## src/rtl/nvram_upload_ctrl.sv

```systemverilog
// ----------------------------------------------------------------------------
// nvram_upload_ctrl
//
// Serves HPS upload reads of the NVRAM image. When an upload session targets
// NV_INDEX, each ioctl_rd strobe is turned into one access on the NVRAM read
// port. The port is shared with the CPU, which has priority. The returned byte
// goes back on ioctl_din, and ioctl_wait stalls the HPS while the access is in
// flight. The block also tracks whether the CPU has modified NVRAM since the
// last completed upload (nv_dirty).
//
// Ports
//   clk_sys      in   sole clock, rising edge
//   reset        in   synchronous active-high reset
//   ioctl_upload in   HPS upload session active
//   ioctl_index  in   transfer target index
//   ioctl_addr   in   byte address of the current upload read
//   ioctl_rd     in   one-cycle read request strobe
//   ioctl_din    out  read data returned to the HPS (registered)
//   ioctl_wait   out  high while a read is outstanding (registered)
//   nv_addr      out  NVRAM read-port address
//   nv_rd        out  NVRAM read-port enable, one cycle per access
//   nv_q         in   NVRAM read data, valid RAM_LAT cycles after nv_rd
//   cpu_nv_busy  in   CPU owns the NVRAM port this cycle
//   cpu_nv_wr    in   CPU wrote NVRAM this cycle
//   nv_dirty     out  NVRAM modified since the last completed upload
// ----------------------------------------------------------------------------
module nvram_upload_ctrl #(
   parameter int unsigned ADDR_W   = 10,
   parameter logic [7:0]  NV_INDEX = 8'd4,
   parameter int unsigned RAM_LAT  = 1
) (
   input  logic              clk_sys,
   input  logic              reset,
   input  logic              ioctl_upload,
   input  logic [7:0]        ioctl_index,
   input  logic [24:0]       ioctl_addr,
   input  logic              ioctl_rd,
   output logic [7:0]        ioctl_din,
   output logic              ioctl_wait,
   output logic [ADDR_W-1:0] nv_addr,
   output logic              nv_rd,
   input  logic [7:0]        nv_q,
   input  logic              cpu_nv_busy,
   input  logic              cpu_nv_wr,
   output logic              nv_dirty
);

   typedef enum logic [1:0] {
      ST_IDLE = 2'd0,
      ST_ARB  = 2'd1,
      ST_READ = 2'd2,
      ST_DONE = 2'd3
   } state_t;

   localparam logic [1:0] LAT_INIT = 2'(RAM_LAT);

   state_t            state_q, state_d;
   logic [1:0]        lat_cnt_q, lat_cnt_d;
   logic [7:0]        din_q, din_d;
   logic              wait_q, wait_d;
   logic [ADDR_W-1:0] nv_addr_q, nv_addr_d;
   logic              sel_q;
   logic              dirty_q, dirty_d;
   logic              wr_during_q, wr_during_d;
   logic              rd_done_q, rd_done_d;

   logic sel_s;
   logic sel_rise_s;
   logic sel_fall_s;
   logic in_range_s;
   logic grant_s;
   logic capture_s;

   assign sel_s      = ioctl_upload && (ioctl_index == NV_INDEX);
   assign sel_rise_s = sel_s && !sel_q;
   assign sel_fall_s = !sel_s && sel_q;
   assign in_range_s = ((ioctl_addr >> ADDR_W) == 25'd0);

   // The CPU's busy flag is only known in the cycle it applies to, so the
   // port request is decoded combinationally from the ARB state. It is
   // withheld on a session drop or reset so that no access starts then.
   assign grant_s   = (state_q == ST_ARB) && sel_s && !cpu_nv_busy && !reset;
   assign nv_addr_d = grant_s ? ioctl_addr[ADDR_W-1:0] : nv_addr_q;

   assign nv_rd      = grant_s;
   assign nv_addr    = nv_addr_d;
   assign ioctl_din  = din_q;
   assign ioctl_wait = wait_q;
   assign nv_dirty   = dirty_q;

   // State and data registers with synchronous reset
   always_ff @(posedge clk_sys) begin
      if (reset) begin
         state_q     <= ST_IDLE;
         lat_cnt_q   <= 2'd0;
         din_q       <= 8'h00;
         wait_q      <= 1'b0;
         nv_addr_q   <= '0;
         sel_q       <= 1'b0;
         dirty_q     <= 1'b0;
         wr_during_q <= 1'b0;
         rd_done_q   <= 1'b0;
      end else begin
         state_q     <= state_d;
         lat_cnt_q   <= lat_cnt_d;
         din_q       <= din_d;
         wait_q      <= wait_d;
         nv_addr_q   <= nv_addr_d;
         sel_q       <= sel_s;
         dirty_q     <= dirty_d;
         wr_during_q <= wr_during_d;
         rd_done_q   <= rd_done_d;
      end
   end

   // Read FSM: next state, latency counter, wait and returned data
   always_comb begin
      state_d   = state_q;
      lat_cnt_d = lat_cnt_q;
      din_d     = din_q;
      wait_d    = wait_q;
      capture_s = 1'b0;
      case (state_q)
         ST_IDLE: begin
            if (ioctl_rd && sel_s) begin
               wait_d = 1'b1;
               if (in_range_s) begin
                  state_d = ST_ARB;
               end else begin
                  // Beyond the NVRAM: answer zero without touching the port;
                  // DONE then drops wait after a single stalled cycle.
                  din_d   = 8'h00;
                  state_d = ST_DONE;
               end
            end else begin
               state_d = ST_IDLE;
            end
         end
         ST_ARB: begin
            if (!sel_s) begin
               state_d = ST_IDLE;
               wait_d  = 1'b0;
            end else if (!cpu_nv_busy) begin
               lat_cnt_d = LAT_INIT;
               state_d   = ST_READ;
            end else begin
               state_d = ST_ARB;
            end
         end
         ST_READ: begin
            if (!sel_s) begin
               state_d = ST_IDLE;
               wait_d  = 1'b0;
            end else if (lat_cnt_q == 2'd1) begin
               // The counter reaches zero on this cycle, which is exactly
               // RAM_LAT cycles after the port access: nv_q is valid now.
               lat_cnt_d = 2'd0;
               din_d     = nv_q;
               wait_d    = 1'b0;
               capture_s = 1'b1;
               state_d   = ST_DONE;
            end else begin
               lat_cnt_d = lat_cnt_q - 2'd1;
            end
         end
         ST_DONE: begin
            wait_d  = 1'b0;
            state_d = ST_IDLE;
         end
         default: begin
            wait_d  = 1'b0;
            state_d = ST_IDLE;
         end
      endcase
   end

   // Dirty tracking across upload sessions
   always_comb begin
      dirty_d     = dirty_q;
      wr_during_d = wr_during_q;
      rd_done_d   = rd_done_q;
      if (sel_rise_s) begin
         wr_during_d = 1'b0;
         rd_done_d   = 1'b0;
      end else if (sel_fall_s) begin
         // A write in the falling cycle itself is caught by the override
         // below, so the image just uploaded is never considered clean then.
         if (rd_done_q && !wr_during_q) begin
            dirty_d = 1'b0;
         end else begin
            dirty_d = dirty_q;
         end
         rd_done_d = 1'b0;
      end else begin
         rd_done_d = rd_done_q;
      end
      if (capture_s) begin
         rd_done_d = 1'b1;
      end else begin
         wr_during_d = wr_during_d;
      end
      if (cpu_nv_wr) begin
         dirty_d     = 1'b1;
         wr_during_d = 1'b1;
      end else begin
         dirty_d = dirty_d;
      end
   end

endmodule

```

## config.mk

```make
export PLATFORM = sky130hd
export DESIGN_NAME = nvram_upload_ctrl
export DESIGN_NICKNAME = d
export VERILOG_FILES = /design/src/rtl/nvram_upload_ctrl.sv
export SDC_FILE = /design/constraint.sdc
export NUM_CORES = 1
export LEC_CHECK = 0
export CORE_ASPECT_RATIO = 0.6
export CORE_MARGIN = 4
export CORE_UTILIZATION = 42
export DETAILED_ROUTE_END_ITERATION = 7
export GPL_TIMING_DRIVEN = 1
export PLACE_DENSITY = 0.85
export SLEW_MARGIN = 10
export SYNTH_ARGS = -nofsm -noshare
export SYNTH_HDL_FRONTEND = slang
export SYNTH_SLANG_ARGS = --single-unit
```

## constraint.sdc

```tcl
create_clock -name clk_sys -period 5.3 [get_ports clk_sys]
set_input_delay 1.06 -clock clk_sys [delete_from_list [all_inputs] [get_ports clk_sys]]
set_output_delay 1.06 -clock clk_sys [all_outputs]
set_load 0.01 [all_outputs]
```

Yosys cells after proc, flatten, opt, wreduce, memory -nomap -nowiden:

Index checks and enable logic that the tools add are counted.

* $add $sub $neg: 1
* reduce and logical (&&, ||, !) cells: 25
* multiplexer cells: 35
* eq/ne operators: 14

Operators by type and width (number)
* 2-to-1 mux 8 bit: 4
* logical NOT 25 bit: 1
* 2-to-1 mux 2 bit: 10
* 2-to-1 mux 1 bit: 16
* != test 2 bit (second input constant): 8
* one-hot mux 8 bit (2 select lines): 1
* 2-to-1 mux 10 bit: 1
* nonzero test 2 bit: 5
* == test 8 x 3 -> 1 bit (second input constant): 1
* logical AND 1 bit: 8
* one-hot mux 2 bit (4 select lines): 1
* AND reduction 3 bit: 2
* logical NOT 1 bit: 5
* AND reduction 5 bit: 1
* == test 2 x 1 -> 1 bit (second input constant): 2
* == test 2 bit (second input constant): 2
* one-hot mux 1 bit (4 select lines): 1
* one-hot mux 2 bit (2 select lines): 1
* AND reduction 4 bit: 1
* != test 3 bit (second input constant): 1
* nonzero test 3 bit: 1
* logical NOT 2 bit: 1
* subtractor 2 x 1 -> 2 bit (second input constant): 1

* bits in registers: 27
* bits of input ports: 47
* output and inout bits: 21
* logic and storage cells: 84

Longest topological paths before layout:

* depth after elaboration: 7
* gate-level depth with buffers: 8
* gate-level depth less buffers: 7

Worst setup path before layout:

Ideal clock, no wire load.

* kind: input-to-output
* start point: in reset
* end point: out nv_addr[0]
* required time: 4.240 ns
* path buffers: 2
* slack: 2.073 ns
* cell stages on the path: 5
* arrival: 2.167 ns
* cells stage by stage: buf_2 -> nor4b_1 -> nand4_1 -> buf_2 -> mux2_1

* longest elaborated chain between the ends: 3

Ends and longest elaborated chain
* start: declaration: line 33 `input logic reset,`
* logical NOT 1 bit: line 82 `assign grant_s = (state_q == ST_ARB) && sel_s && !cpu_nv_busy && !reset;`
* logical AND 1 bit: line 82
* 2-to-1 mux 10 bit: line 83 `assign nv_addr_d = grant_s ? ioctl_addr[ADDR_W-1:0] : nv_addr_q;`
* end: declaration: line 40 `output logic [ADDR_W-1:0] nv_addr,`

No other way between the ends.

Worst setup path after layout:

* start point: in ioctl_index[6]
* end point: out nv_addr[7]

* longest elaborated chain between the ends: 6

Ends and longest elaborated chain
* start: declaration: line 35 `input logic [7:0] ioctl_index,`
* == test 8 x 3 -> 1 bit: line 74 `assign sel_s = ioctl_upload && (ioctl_index == NV_INDEX);`
* logical AND 1 bit: line 74
* logical AND 1 bit (3 in a row): line 82
* 2-to-1 mux 10 bit: line 83

No other way between the ends.

==> metrics.csv <==
stage;metric;value;unit
sta;max_freq;218;MHz
synthesis;synth_edf_count;0;
setup_path;arrival;3520;ps
clock_network;clkLatencyLatePin;270;ps
synthesis;yosysWarningCount;0;
synthesis;synth_cell_type_count;34;
floorplan;floorplan.io_pins;68;
grt;use_met2;28.8;%
placed_design;placed_area;1990;um2
drt;firstDrtPassIters;4;
drt;viasPerCell;4.93;
sta;slew_headroom;57.6;%
placed_design;numPortBuffers;67;
finish;layout_common_cells;clkdlybuf4s50_1, dfxtp_1, nor2b_1, nand2_1;
setup_path;path_class;in2out;
placed_design;gp_congestion;0.834;
synthesis;avgSynthCellArea;9.75;um2
finish;layout_commonest_cell;clkdlybuf4s50_1;
grt;grt_usage;17.3;%
placed_design;dp_hpwl;2690;um
sta;hold_ws;476;ps
synthesis;ys_seq_elements;27;
hold_path;hold_class;reg2reg;
setup_path;path_common_cell;clkdlybuf4s50_1;
sta;setup_tns;0;ps
synthesis;synthTopCellsByArea;dfxtp_1, mux2i_1, mux2_1;
setup_path;cp_max_fo;11;
grt;grt_pass1_wl;5460;um
power_and_ir_drop;powerDensity;181;nW/um2
sta;layout_min_cycle_time;4580;ps
setup_path;reg2regPathDepth;4;
finish;num_antenna_cells;0;
grt;grt_max_degree;28;
clock_network;clock-sinks;27;
grt;use_met3;7.39;%
sta;fin_skew;5.33;ps
run;max-cap-violations;0;
floorplan;core;2910;um2
drt;via_count;1183;
clock_network;cts-htree-levels;1;
synthesis;synth_nets;182;
clock_network;postCtsSetupBuffers;0;
drt;drc;0;
clock_network;cts_hold_buf;0;
finish;drive_gt1_share;5.56;%
setup_path;max_stage_delay;580;ps
clock_network;clockRootBuffer;clkbuf_8;
sta;period_share;86.4;%
run_status;status;completed;
drt;wl;3370;um
setup_path;critPathLaunchType;input pin;
drt;drtAntennaViolNets;0;
sta;rsz0062_at_grt;false;
power_and_ir_drop;vdd_drop_max;0.130;mV
clock_network;cts_tree;done;
setup_path;path_cells;clkdlybuf4s50_1, nor4b_4, nand4_1, mux2_1, clkdlybuf4s50_1;
drt;drt-initial-drc-count;93;
synthesis;ys_seq_area_share;42.0;%
grt;grt_util_met1;20.8;%
synthesis;synth_flop_cell;dfxtp_1;
setup_path;cp_slowest_cell;nand4_1;
sta;slew_violations;0;
sta;finalSetupViolCount;0;
sta;tightest_slew;634;ps
floorplan;initial_core_util;44.3;%
floorplan;die_y;50.9;um
clock_network;ctsResizeCount;0;
clock_network;clk_pin_slew;90;ps
grt;grt_overflow;0;
clock_network;cts_made_buffers;3;
sta;hold_viol;0;
synthesis;synth_top_area_share;42.0;%
synthesis;syn_area;1290;um2
finish;nNetsFinal;249;
power_and_ir_drop;total_power;368;uW
drt;wl_per_cell;14.1;um
hold_path;whs_path_depth;2;
grt;busiest_layer;met2;
clock_network;cts_max_path_buffers;2;
setup_path;end_kind;output pin;
synthesis;yosysTopAreaCell;dfxtp_1;
setup_path;cp.required;4240;ps
floorplan;rows;15;
grt;grt_antenna_before_repair;0;
floorplan;die_area;4040;um2
power_and_ir_drop;p_leak;0.733;nW
finish;syn_to_final_growth;57.7;%
synthesis;synthArstFlopShare;0;%
grt;grt_pass1_vias;1250;
floorplan;die_w;79.5;um
finish;final_area;2030;um2
synthesis;synth_cells;132;
==> path summary, 6_finish.rpt <==
kind,slack (ps),endpoint,from
setup / recovery,720,nv_addr[7],ioctl_index[6]
hold / removal,480,ioctl_din[6],ioctl_din[6]
setup reg to reg,3200,nv_addr_q[7],state_q[0]
hold reg to reg,480,ioctl_din[6],ioctl_din[6]
==> power breakdown <==
part	internal, mW	switching (mW)
registers	0.204	0.000540
logic	0.0350	0.0125
clock network	0.0538	0.0620
==> cells in the mapped netlist, types with 2 or more instances <==
cell and n:
dfxtp_1 27, nor2b_1 12, nand2_1 10, mux2i_1 9, nand2b_1 9, mux2_1 7
a21oi_1 6, nor2_1 6, inv_1 5, clkbuf_1 3, ha_1 3, mux2_2 3
nor3_1 3, nor4_1 3, o21ai_0 3, buf_2 2, nand4_1 2, nand4b_1 2
nor3b_1 2
==> state kept, by name, summed over array words and instances (netlist names) <==
register     flops
lat_cnt_q        2
wr_during_q      1
state_q          2
ioctl_din        8
rd_done_q        1
nv_dirty         1
sel_q            1
ioctl_wait       1
nv_addr_q       10
==> stage by stage <==
step / worst slack (ps) / instances / util [%]
finish: 720 / 240 / 69.8
global route: 581 / 240 / 69.8
CTS: 710 / 240 / 69.8
detailed placement: 725 / 236 / 68.3
global placement: 850 / 236 / 68.3
floorplan: 2070 / 132 / -
==> critical path: cells and delay by family <==
kind                   cells  cell delay [ps]
buffers and inverters      2              950
and+or+nand+nor            2              960
muxes                      1              550
==> layer usage <==
metal	part of all wire, %	routed length, um	vias up
met4	0.68	23	0
met2	48	1630	38
met5	0	0	-
li1	-	-	588
met3	7.8	263	4
met1	43	1450	553
==> final cells by class <==
type                    count  area [um2]
fillers                   210         878
multi-input cells          93         689
clock buffers               4        45.0
inverters                   6        25.0
well taps                  42        52.6
flip-flops and latches     27         541
repair buffers             68         678
==> cells by family after synthesis <==
family,share of synthesized area [%]
compound gates,7.00
fa+ha+maj,2.92
buf+inv,4.47
flops,42.0
mux,15.7
simple gates,27.9
No activity file was read; power rests on OpenSTA's default activity.
